### src/rtl/quantization_if.sv
// Handshake/data bundle for the quantization block.
// QUANT_SAT_FLAG_EN adds the sat_flag signal.
interface quantization_if #(
    parameter int unsigned MAXBITWIDTH = 16
);
    localparam int unsigned BW = $clog2(MAXBITWIDTH) + 1;

    logic                   values_rdy;
    logic [BW-1:0]          bitwidth;
    logic [31:0]            value;
    logic [31:0]            scale_inv_fp;
    logic                   rdy;
    logic                   next_module_rdy;
    logic                   result_rdy;
    logic [MAXBITWIDTH-1:0] result;
`ifdef QUANT_SAT_FLAG_EN
    logic                   sat_flag;

    modport master (
        output values_rdy, bitwidth, value, scale_inv_fp, next_module_rdy,
        input  rdy, result_rdy, result, sat_flag
    );
    modport slave (
        input  values_rdy, bitwidth, value, scale_inv_fp, next_module_rdy,
        output rdy, result_rdy, result, sat_flag
    );
`else
    modport master (
        output values_rdy, bitwidth, value, scale_inv_fp, next_module_rdy,
        input  rdy, result_rdy, result
    );
    modport slave (
        input  values_rdy, bitwidth, value, scale_inv_fp, next_module_rdy,
        output rdy, result_rdy, result
    );
`endif
endinterface

### src/rtl/quantization.sv
// fp32 -> signed integer quantizer: q = sat_b(RNE(value * scale_inv_fp)), multi-cycle.
// Optional QUANT_SAT_FLAG_EN adds a sat_flag output reporting clamping.
module quantization #(
    parameter int unsigned MAXBITWIDTH = 16
) (
    input logic          clk,
    input logic          rst,
    quantization_if.slave bus
);
    localparam int unsigned BW = $clog2(MAXBITWIDTH) + 1;
    localparam int unsigned MW = MAXBITWIDTH;
    localparam logic signed [10:0] MW_S = 11'(MAXBITWIDTH);

    typedef enum logic [2:0] {
        S_IDLE, S_UNPACK, S_MUL, S_NORM, S_ROUND, S_SAT, S_DONE
    } state_t;

    state_t state_q, state_d;

    logic                rdy_q;
    logic                result_rdy_q;
    logic [MW-1:0]       result_q;
    logic [31:0]         a_q, b_q;
    logic [BW-1:0]       bw_q;
    logic                sign_q, zero_q, inf_q;
    logic signed [10:0]  exp_q;
    logic [47:0]         mcand_q, acc_q;
    logic [23:0]         mplier_q;
    logic [4:0]          cnt_q;
    logic [MW:0]         mag_q;
    logic                guard_q, sticky_q, fsat_q;
`ifdef QUANT_SAT_FLAG_EN
    logic                sat_q;
`endif

    // Operand classification
    logic a_zero, b_zero, a_nan, b_nan, a_inf, b_inf;
    always_comb begin
        a_zero = (a_q[30:23] == 8'h00);
        b_zero = (b_q[30:23] == 8'h00);
        a_nan  = (&a_q[30:23]) && (|a_q[22:0]);
        b_nan  = (&b_q[30:23]) && (|b_q[22:0]);
        a_inf  = (&a_q[30:23]) && !(|a_q[22:0]);
        b_inf  = (&b_q[30:23]) && !(|b_q[22:0]);
    end

    // Normalise: integer part of P * 2^(E-46) plus guard/sticky
    logic signed [10:0] shamt;
    logic [MW:0]        norm_mag;
    logic               norm_g, norm_s, norm_fsat;
    always_comb begin
        shamt     = 11'sd46 - exp_q;
        norm_mag  = '0;
        norm_g    = 1'b0;
        norm_s    = 1'b0;
        norm_fsat = !zero_q && (inf_q || (exp_q >= MW_S));
        if (zero_q || norm_fsat) begin
            norm_mag = '0;
        end else if (shamt > 11'sd48) begin
            // |x| < 0.5 and nonzero: rounds to zero
            norm_s = 1'b1;
        end else begin
            norm_mag = (MW+1)'(acc_q >> shamt[5:0]);
            norm_g   = |((acc_q >> (shamt[5:0] - 6'd1)) & 48'd1);
            norm_s   = |(acc_q << (6'd49 - shamt[5:0]));
        end
    end

    // Saturate to the effective bitwidth and apply sign
    logic [BW-1:0] beff;
    logic [MW:0]   lim_pos, lim_neg, mag_c;
    logic          sat_c;
    logic [MW-1:0] res_c;
    always_comb begin
        beff = bw_q;
        if (bw_q < BW'(2)) begin
            beff = BW'(2);
        end else if (bw_q > BW'(MW)) begin
            beff = BW'(MW);
        end
        lim_neg = (MW+1)'(1) << (beff - BW'(1));
        lim_pos = lim_neg - (MW+1)'(1);
        sat_c   = fsat_q || (sign_q ? (mag_q > lim_neg) : (mag_q > lim_pos));
        mag_c   = mag_q;
        if (sat_c) begin
            mag_c = sign_q ? lim_neg : lim_pos;
        end
        res_c = MW'(sign_q ? (~mag_c + (MW+1)'(1)) : mag_c);
    end

    always_comb begin
        state_d = state_q;
        case (state_q)
            S_IDLE:   if (bus.values_rdy) state_d = S_UNPACK;
            S_UNPACK: state_d = S_MUL;
            S_MUL:    if (cnt_q == 5'd23) state_d = S_NORM;
            S_NORM:   state_d = S_ROUND;
            S_ROUND:  state_d = S_SAT;
            S_SAT:    state_d = S_DONE;
            S_DONE:   if (result_rdy_q) state_d = S_IDLE;
            default:  state_d = S_IDLE;
        endcase
    end

    always_ff @(posedge clk) begin
        if (rst) begin
            state_q      <= S_IDLE;
            rdy_q        <= 1'b0;
            result_rdy_q <= 1'b0;
            result_q     <= '0;
            a_q          <= '0;
            b_q          <= '0;
            bw_q         <= '0;
            sign_q       <= 1'b0;
            zero_q       <= 1'b0;
            inf_q        <= 1'b0;
            exp_q        <= '0;
            mcand_q      <= '0;
            mplier_q     <= '0;
            acc_q        <= '0;
            cnt_q        <= '0;
            mag_q        <= '0;
            guard_q      <= 1'b0;
            sticky_q     <= 1'b0;
            fsat_q       <= 1'b0;
`ifdef QUANT_SAT_FLAG_EN
            sat_q        <= 1'b0;
`endif
        end else begin
            state_q <= state_d;
            rdy_q   <= (state_d == S_IDLE);
            case (state_q)
                S_IDLE: begin
                    if (bus.values_rdy) begin
                        a_q  <= bus.value;
                        b_q  <= bus.scale_inv_fp;
                        bw_q <= bus.bitwidth;
                    end
                end
                S_UNPACK: begin
                    sign_q   <= a_q[31] ^ b_q[31];
                    exp_q    <= $signed({3'b000, a_q[30:23]}) + $signed({3'b000, b_q[30:23]}) - 11'sd254;
                    mcand_q  <= {24'h000000, 1'b1, a_q[22:0]};
                    mplier_q <= {1'b1, b_q[22:0]};
                    acc_q    <= '0;
                    cnt_q    <= '0;
                    // NaN and zero/denormal (including 0*Inf) outrank Inf
                    zero_q   <= a_nan | b_nan | a_zero | b_zero;
                    inf_q    <= a_inf | b_inf;
                end
                S_MUL: begin
                    if (mplier_q[0]) acc_q <= acc_q + mcand_q;
                    mcand_q  <= mcand_q << 1;
                    mplier_q <= mplier_q >> 1;
                    cnt_q    <= cnt_q + 5'd1;
                end
                S_NORM: begin
                    mag_q    <= norm_mag;
                    guard_q  <= norm_g;
                    sticky_q <= norm_s;
                    fsat_q   <= norm_fsat;
                end
                S_ROUND: begin
                    if (guard_q && (sticky_q || mag_q[0])) mag_q <= mag_q + (MW+1)'(1);
                end
                S_SAT: begin
                    result_q <= res_c;
`ifdef QUANT_SAT_FLAG_EN
                    sat_q    <= sat_c;
`endif
                end
                S_DONE: begin
                    // pulse one cycle after downstream is ready, then leave
                    result_rdy_q <= !result_rdy_q && bus.next_module_rdy;
                end
                default: ;
            endcase
        end
    end

    assign bus.rdy        = rdy_q;
    assign bus.result_rdy = result_rdy_q;
    assign bus.result     = result_q;
`ifdef QUANT_SAT_FLAG_EN
    assign bus.sat_flag   = sat_q;
`endif
endmodule

### src/flat_wrapper.sv
// flat-port wrapper written by rule: the top's interface ports become plain ports
module quantization_flat 
#(
    parameter int unsigned MAXBITWIDTH = 16
)
  (clk, rst, bus_values_rdy, bus_bitwidth, bus_value, bus_scale_inv_fp, bus_next_module_rdy, bus_rdy, bus_result_rdy, bus_result);
  quantization_if #(.MAXBITWIDTH(MAXBITWIDTH)) bus_i ();
  input logic clk;
  input logic rst;
  input wire logic [$bits(bus_i.values_rdy)-1:0] bus_values_rdy;
  input wire logic [$bits(bus_i.bitwidth)-1:0] bus_bitwidth;
  input wire logic [$bits(bus_i.value)-1:0] bus_value;
  input wire logic [$bits(bus_i.scale_inv_fp)-1:0] bus_scale_inv_fp;
  input wire logic [$bits(bus_i.next_module_rdy)-1:0] bus_next_module_rdy;
  output wire logic [$bits(bus_i.rdy)-1:0] bus_rdy;
  output wire logic [$bits(bus_i.result_rdy)-1:0] bus_result_rdy;
  output wire logic [$bits(bus_i.result)-1:0] bus_result;
  assign bus_i.values_rdy = bus_values_rdy;
  assign bus_i.bitwidth = bus_bitwidth;
  assign bus_i.value = bus_value;
  assign bus_i.scale_inv_fp = bus_scale_inv_fp;
  assign bus_i.next_module_rdy = bus_next_module_rdy;
  assign bus_rdy = bus_i.rdy;
  assign bus_result_rdy = bus_i.result_rdy;
  assign bus_result = bus_i.result;
  quantization #(.MAXBITWIDTH(MAXBITWIDTH)) u_core (.clk(clk), .rst(rst), .bus(bus_i));
endmodule
### config.mk
export PLATFORM = sky130hd
export DESIGN_NAME = quantization_flat
export DESIGN_NICKNAME = d
export VERILOG_FILES = /design/src/rtl/quantization_if.sv /design/src/rtl/quantization.sv /design/src/flat_wrapper.sv
export SDC_FILE = /design/constraint.sdc
export NUM_CORES = 1
export LEC_CHECK = 0
export ABC_AREA = 1
export BUFFER_PORTS_ARGS = -buffer_cell sky130_fd_sc_hd__buf_2
export CORE_ASPECT_RATIO = 1.4
export CORE_MARGIN = 2
export CORE_UTILIZATION = 57
export DETAILED_ROUTE_END_ITERATION = 6
export GPL_TIMING_DRIVEN = 0
export PLACE_DENSITY = 0.75
export SYNTH_ARGS = -nofsm -noshare
export SYNTH_HDL_FRONTEND = slang
export SYNTH_SLANG_ARGS = --single-unit
export TNS_END_PERCENT = 50
### constraint.sdc
create_clock -name clk -period 4.4 [get_ports clk]
set_input_delay 0.88 -clock clk [delete_from_list [all_inputs] [get_ports clk]]
set_output_delay 0.88 -clock clk [all_outputs]
set_load 0.01 [all_outputs]
==> flow_metrics.tcl, run 1 <==
set metrics [dict create \
    status "finished, violations left" \
    violations "DRC" \
    grt_pass1_vias 20375 \
    diodes 0 \
    hold_path.class "reg2reg" \
    core_region_area_mm2 0.0325 \
    numClockSinks 249 \
    avgSynthCellArea_um2 6.18 \
    max_clock_freq_mhz 240 \
    finalHoldViolCount 0 \
    netlist_top_cells_area "dfxtp_1 (26%), nand2_1 (14%), a21oi_1 (9.9%)" \
    max_cap_viol_count 0 \
    avgRoutedWirePerCell_um 18.8 \
    pre_cts_slack_ns -0.633 \
    synth-edff-count 0 \
    first_iter_violations 1877 \
    cell_types_with_the_highest_counts_after_synthesis "nand2_1 (716), a21oi_1 (372), o21ai_0 (367)" \
    area_growth_syn_to_layout_pct 11.9 \
    via_per_inst 5.98 \
    tightest_slew_ns 0.991 \
    multi_input_comb_area_mm2 0.0121 \
    num_vias 21767 \
    swShare_pct 41.2 \
    ioPinCount 91 \
    synth_area_mm2 0.0188 \
    fin_ws_ns 0.230 \
    register_area_mm2 0.00499 \
    tritoncts "yes" \
    remaining_drc_errors 8 \
    post_route_cells_drive_above_1_share_pct 8.66 \
    fillCellCount 3061 \
    intPower_mw 4.94 \
    floorplan.rows 78 \
    power_frac_seq_pct 30.7 \
    number_of_antenna_violations_at_the_first_check_in_global_routing 0 \
    ctsHtreeMaxLevel 1 \
    grt_util_all_layers_pct 38.4 \
    grt_max_degree 16 \
    setup-tns-final_ns 0 \
    post-dp-hpwl_mm 54.2 \
    p_total_mw 8.41 \
    tritoncts.num_buffers 26 \
    number_of_pins_with_negative_max_slew_slack_in_the_final_report 0 \
    postCtsHoldBufs 0 \
    global_route_wire_length_before_repair_mm 105 \
    hold_ws_ns 0.472 \
    seq_area_frac_synth_pct 26.5 \
    grt_setup_unrepaired "yes" \
    synth.top_cell.area_share_pct 26.5 \
    firstDrtPassIters 7 \
    die_height_um 219 \
    design.die.area_mm2 0.0345 \
    synth_largest_area_cell "dfxtp_1" \
    yosys_warnings 0 \
    critical_path_peak_fanout 10 \
    cts.clk_slew.worst_paths_ns 0.07 \
    cp_data_arrival_time_ns 4.61 \
    final.period_utilization_pct 94.8 \
    clk_buf_depth 3 \
    power_per_cell_area_mw_per_mm2 399 \
    netlist_instances 3048 \
    grt_overflow 0 \
    finalWorstPathRequiredPeriod_ns 4.17 \
    crit_type "reg2reg" \
    slew-limit-headroom_pct 34.0 \
    power.ir.vdd_worst_mv 0.370 \
    worstPathRequired_ns 4.84 \
    drt.antenna.violating_nets 0 \
    gpl.final_weighted_congestion 1.06 \
    insertion_delay_ns 0.57 \
    worst_clock_skew_ns 0.0158 \
    clock-root-buffer "clkbuf_16" \
    final_routed_wirelength_mm 68.5 \
    synth_register_bits 249 \
    setup_viol 0 \
    launching_element_type_of_the_critical_path "flip-flop" \
    async_reset_ff_share_pct 0 \
    total_leakage_power_nw 9.43 \
    initial_core_util_pct 57.9 \
    p_clk_share_pct 30.3 \
    synth_most_common_cell "nand2_1" \
    worst_setup_path_end_kind "flip-flop" \
    input_output_buffers 89 \
    die_w_um 158 \
    design.final.nets 3352 \
    final_core_utilization_pct 64.8 \
    power.switching_mw 3.47 \
    synth.distinct_cells 60 \
    synth_top_flop_cell "dfxtp_1" \
    combPwrFrac_pct 39.0 \
]
-- final timing paths --
check	startpoint	endpoint	slack, ns	cells past startpoint
worst max-delay path	u_core.exp_q[1]	u_core.sticky_q	0.23	17
worst min-delay path	u_core.mplier_q[23]	u_core.mplier_q[23]	0.47	2
worst max register to register	u_core.exp_q[1]	u_core.sticky_q	0.23	17
worst min register to register	u_core.mplier_q[23]	u_core.mplier_q[23]	0.47	2
-- cells in the final DEF, fill, tap and decap left out, types with 6 or more instances in the layout --
cell type | synthesis | routed
buf_4 | 1 | 9
a21oi_1 | 372 | 371
mux2i_1 | 6 | 6
xor2_1 | 23 | 23
nand2_2 | 10 | 19
o211ai_1 | 28 | 28
nand3_1 | 107 | 104
nand3_2 | 5 | 7
o21ai_0 | 367 | 363
clkbuf_16 | 0 | 26
a221oi_1 | 23 | 23
clkinvlp_4 | 0 | 6
a21o_1 | 8 | 8
nand2_1 | 716 | 707
a21boi_0 | 9 | 9
o21ai_1 | 6 | 9
nor2_1 | 253 | 246
ha_1 | 100 | 98
o2111ai_1 | 9 | 7
clkbuf_1 | 111 | 109
bufinv_16 | 0 | 6
inv_1 | 345 | 340
nor3_1 | 32 | 32
a31oi_1 | 45 | 45
nor2_2 | 7 | 7
nand4_1 | 46 | 46
buf_1 | 7 | 6
nor2_4 | 1 | 8
or2_2 | 25 | 25
buf_2 | 25 | 112
nor4_1 | 13 | 13
inv_2 | 5 | 9
conb_1 | 2 | 6
o21a_1 | 11 | 11
dfxtp_1 | 249 | 245
-- critical path: stages, from the launching register on --
cell      delay [ns]
dfxtp_1         0.41
ha_1            0.27
or2_2           0.31
nand2_2         0.13
buf_2           0.29
buf_1           0.37
ha_1            0.38
inv_1           0.20
clkbuf_1        0.41
nand2_1         0.10
a221oi_1        0.39
nand4_1         0.17
nand2_1         0.10
nand3_1         0.20
nand2_1         0.12
nand2_1         0.06
nand2_1         0.06
a21oi_1         0.05
-- cell families (layout without fill, tap and decap cells) --
logic type | after synthesis | in the layout | synth area share (%)
AOI/OAI and AO/OA | 917 | 917 | 26.8
xor gates and xnor gates | 28 | 28 | 1.30
adders and majority gates | 102 | 102 | 6.86
buffers and inverters | 499 | 644 | 10.1
DFF | 249 | 249 | 26.5
muxes | 6 | 6 | 0.319
other | 2 | 6 | 0.0399
and+or+nand+nor | 1245 | 1245 | 28.1
-- power by group through the flow --
stage / registers, mW / clock network (mW) / logic, mW
3_5_place_dp: 2.62 / 0 / 3.06
4_1_cts: 2.57 / 2.54 / 3.11
3_3_place_gp: 2.61 / 0 / 3.02
5_1_grt: 2.59 / 2.62 / 3.58
6_report: 2.58 / 2.55 / 3.28
2_1_floorplan: 2.57 / 0 / 2.18
-- what timing repair did --
item                                    CTS  global route
endpoints found under the setup margin   15            19
gates resized for setup                  20            52
pin swaps                                 0            13
endpoints found under the hold margin     0             0
cloned                                    0             1
setup buffers                             0             7
-- cell type report --
cell class                 count  share of cell area [%]
buffer                       144                    2.86
sequential                   249                    23.7
multi-input combinational   2304                    57.4
tap                          440                    2.61
clock buffer                  32                    3.38
inverter                     355                    6.37
timing repair buffer          97                    2.40
clock inverter                16                    1.27
-- registers in the layout, summed over array words and instances (netlist names) --
signal / cells
u_core.zero_q: 1
u_core.sign_q: 1
u_core.a_q: 32
u_core.bus.result: 16
u_core.mcand_q: 48
u_core.exp_q: 11
u_core.bus.rdy: 1
u_core.mag_q: 17
u_core.mplier_q: 24
u_core.b_q: 32
u_core.guard_q: 1
u_core.cnt_q: 5
u_core.fsat_q: 1
u_core.state_q: 3
u_core.inf_q: 1
u_core.sticky_q: 1
u_core.bw_q: 5
u_core.bus.result_rdy: 1
u_core.acc_q: 48
-- routing by layer --
layer	vias up	global-route usage (%)	wire (um)	share of wire (%)
met2	925	67.7	33100	48
met3	259	4.76	4170	6.1
met1	10071	42.8	26100	38
met4	0	26.1	5170	7.5
li1	10512	-	-	-
met5	-	0	0	0
-- stage by stage --
step	area, um2	std cells
floorplan	18800	3052
global placement	19800	3581
detailed placement	19800	3581
CTS	20900	3629
global route	21100	3637
finish	21100	3637
Note: power is estimated with default switching activity, not from simulation.
==> run 2, diff against run 1 <==
--- a/config.mk
+++ b/config.mk
@@ -12,7 +12,7 @@
 export CORE_UTILIZATION = 57
 export DETAILED_ROUTE_END_ITERATION = 6
 export GPL_TIMING_DRIVEN = 0
-export PLACE_DENSITY = 0.75
+export PLACE_DENSITY = 0.85
 export SYNTH_ARGS = -nofsm -noshare
 export SYNTH_HDL_FRONTEND = slang
 export SYNTH_SLANG_ARGS = --single-unit
==> run 2 against run 1 <==
  * The flow still finishes with violations (DRC)
  * Worst setup slack lost 0.017 ns
  * First-iteration DRC count shrank 0.59%
  * Largest cell class unchanged
  * Combinational power grew 4%
==> flow_metrics.tcl, run 2 (synthesis gave the netlist of run 1 again) <==
set metrics [dict create \
    area_growth_syn_to_layout_pct 12.5 \
    grt_util_all_layers_pct 40.5 \
    violations "DRC" \
    worst_r2r_startpoint "u_core.bw_q[4]" \
    floorplan.rows 78 \
    setup-tns-final_ns 0 \
    post-dp-hpwl_mm 56.3 \
    die_height_um 219 \
    grt_pass1_vias 21189 \
    worst_hold_path.endpoint "u_core.b_q[31]" \
    avgRoutedWirePerCell_um 19.6 \
    hold_path.class "reg2reg" \
    hold_ws_ns 0.462 \
    whs_path_depth 2 \
    firstDrtPassIters 7 \
    pre_cts_slack_ns -0.689 \
    final.period_utilization_pct 95.2 \
    rr_worst_depth 26 \
    setup_viol 0 \
    design.final.nets 3355 \
    hp-start "u_core.b_q[31]" \
    largest_registers "u_core.acc_q: 48 flops, u_core.mcand_q: 48 flops" \
    input_output_buffers 89 \
    clock-root-buffer "clkbuf_16" \
    numClockSinks 249 \
    grt_max_degree 15 \
    first_iter_violations 1866 \
    number_of_antenna_violations_at_the_first_check_in_global_routing 0 \
    ioPinCount 91 \
    crit_type "reg2reg" \
    power_per_cell_area_mw_per_mm2 400 \
    grt_setup_unrepaired "yes" \
    ctsHtreeMaxLevel 1 \
    status "finished, violations left" \
    tritoncts.num_buffers 27 \
    worstPathRequired_ns 4.88 \
    postCtsHoldBufs 0 \
    clk_buf_depth 3 \
    p_total_mw 8.46 \
    design.die.area_mm2 0.0345 \
    initial_core_util_pct 57.9 \
    num_vias 21823 \
    timing.rr.end "u_core.bus.result[12]" \
    mostFrequentLayoutCell "nand2_1" \
    layout_common_cells "nand2_1 (706), a21oi_1 (371), o21ai_0 (361)" \
    power.ir.vdd_worst_mv 0.349 \
    post_route_cells_drive_above_1_share_pct 9.03 \
    tritoncts "yes" \
    worst_setup_path_end_kind "flip-flop" \
    via_per_inst 5.99 \
    grt_overflow 0 \
    final_routed_wirelength_mm 71.5 \
    launching_element_type_of_the_critical_path "flip-flop" \
    die_w_um 158 \
    global_route_wire_length_before_repair_mm 109 \
    max_cap_viol_count 0 \
    total_leakage_power_nw 9.48 \
    worst_clock_skew_ns 0.00780 \
    layout.cell_area.non_filler_mm2 0.0212 \
    dpl-instance-area_mm2 0.0198 \
    diodes 0 \
    slew-limit-headroom_pct 38.8 \
    cts.clk_slew.worst_paths_ns 0.06 \
    max_clock_freq_mhz 239 \
    drt.antenna.violating_nets 0 \
    reg2reg_setup_slack_ns 0.21 \
    remaining_drc_errors 2 \
    finalWorstPathRequiredPeriod_ns 4.19 \
    tightest_slew_ns 0.908 \
    number_of_pins_with_negative_max_slew_slack_in_the_final_report 0 \
    cp_data_arrival_time_ns 4.66 \
    final-instance-count-excl-fill 3641 \
    core_region_area_mm2 0.0325 \
    critical_path_peak_fanout 10 \
    final_core_utilization_pct 65.2 \
    placedCellCount 3581 \
    gpl.final_weighted_congestion 1.09 \
    fin_ws_ns 0.213 \
    insertion_delay_ns 0.58 \
    finalHoldViolCount 0 \
]
run 2: power breakdown:
group / switching [mW] / internal, mW / total, mW
Combinational: 2.38 / 1.02 / 3.40
Clock: 1.02 / 1.46 / 2.48
Sequential: 0.161 / 2.43 / 2.59
Total: 3.55 / 4.91 / 8.46
run 2: worst max-delay path by stage:
stage                         from                    end  slack (ns)  depth (start not counted)
finish              u_core.bw_q[4]  u_core.bus.result[12]        0.21                         26
CTS                 u_core.bw_q[3]  u_core.bus.result[10]        0.03                         30
detailed placement  u_core.bw_q[4]  u_core.bus.result[12]       -0.69                         25
floorplan           u_core.bw_q[4]  u_core.bus.result[10]        0.45                         30
global placement    u_core.bw_q[4]  u_core.bus.result[12]       -0.60                         25
global route        u_core.bw_q[4]  u_core.bus.result[10]       -0.11                         31
run 2: per-layer routing:
metal / wire length [um] / GRT usage (%)
met1: 25000 / 40.5
met2: 34500 / 71.2
met3: 4700 / 6.97
met4: 7300 / 36.2
met5: 0 / 0
run 2: final cells by class:
cell class,instances,area [um2]
sequential,249,4990
fill,3077,11300
clock inverter,12,164
timing repair inverter,1,7.51
clock buffer,38,807
inverter,355,1340
timing repair buffer,98,543
buffer,144,609
tap,440,551
multi-input combinational,2304,12200
run 2: repair_timing:
item                                    in CTS  in global routing
pin swaps                                    0                 18
buffers inserted                             0                  8
endpoints found under the setup margin      16                 18
cloned                                       0                  2
gates resized for setup                     14                 71
run 2: worst max-delay path, cell delays in order (launching register included):
cell and delay (ns):
dfxtp_4 0.46, inv_6 0.08, buf_12 0.16, o2111ai_4 0.09
ha_2 0.23, inv_1 0.07, nor2_4 0.12, nand2_4 0.10
nor2_4 0.17, nand3_2 0.10, and2_4 0.17, ha_4 0.26
nand2_1 0.09, nor2_4 0.15, and2_4 0.16, nand3b_1 0.08
nand3_2 0.08, nand2_2 0.09, nand3_4 0.16, buf_4 0.15
clkinvlp_4 0.16, o21ai_4 0.36, o21ai_0 0.22, nand3_1 0.14
nand2_1 0.05, o21ai_1 0.13, inv_1 0.05
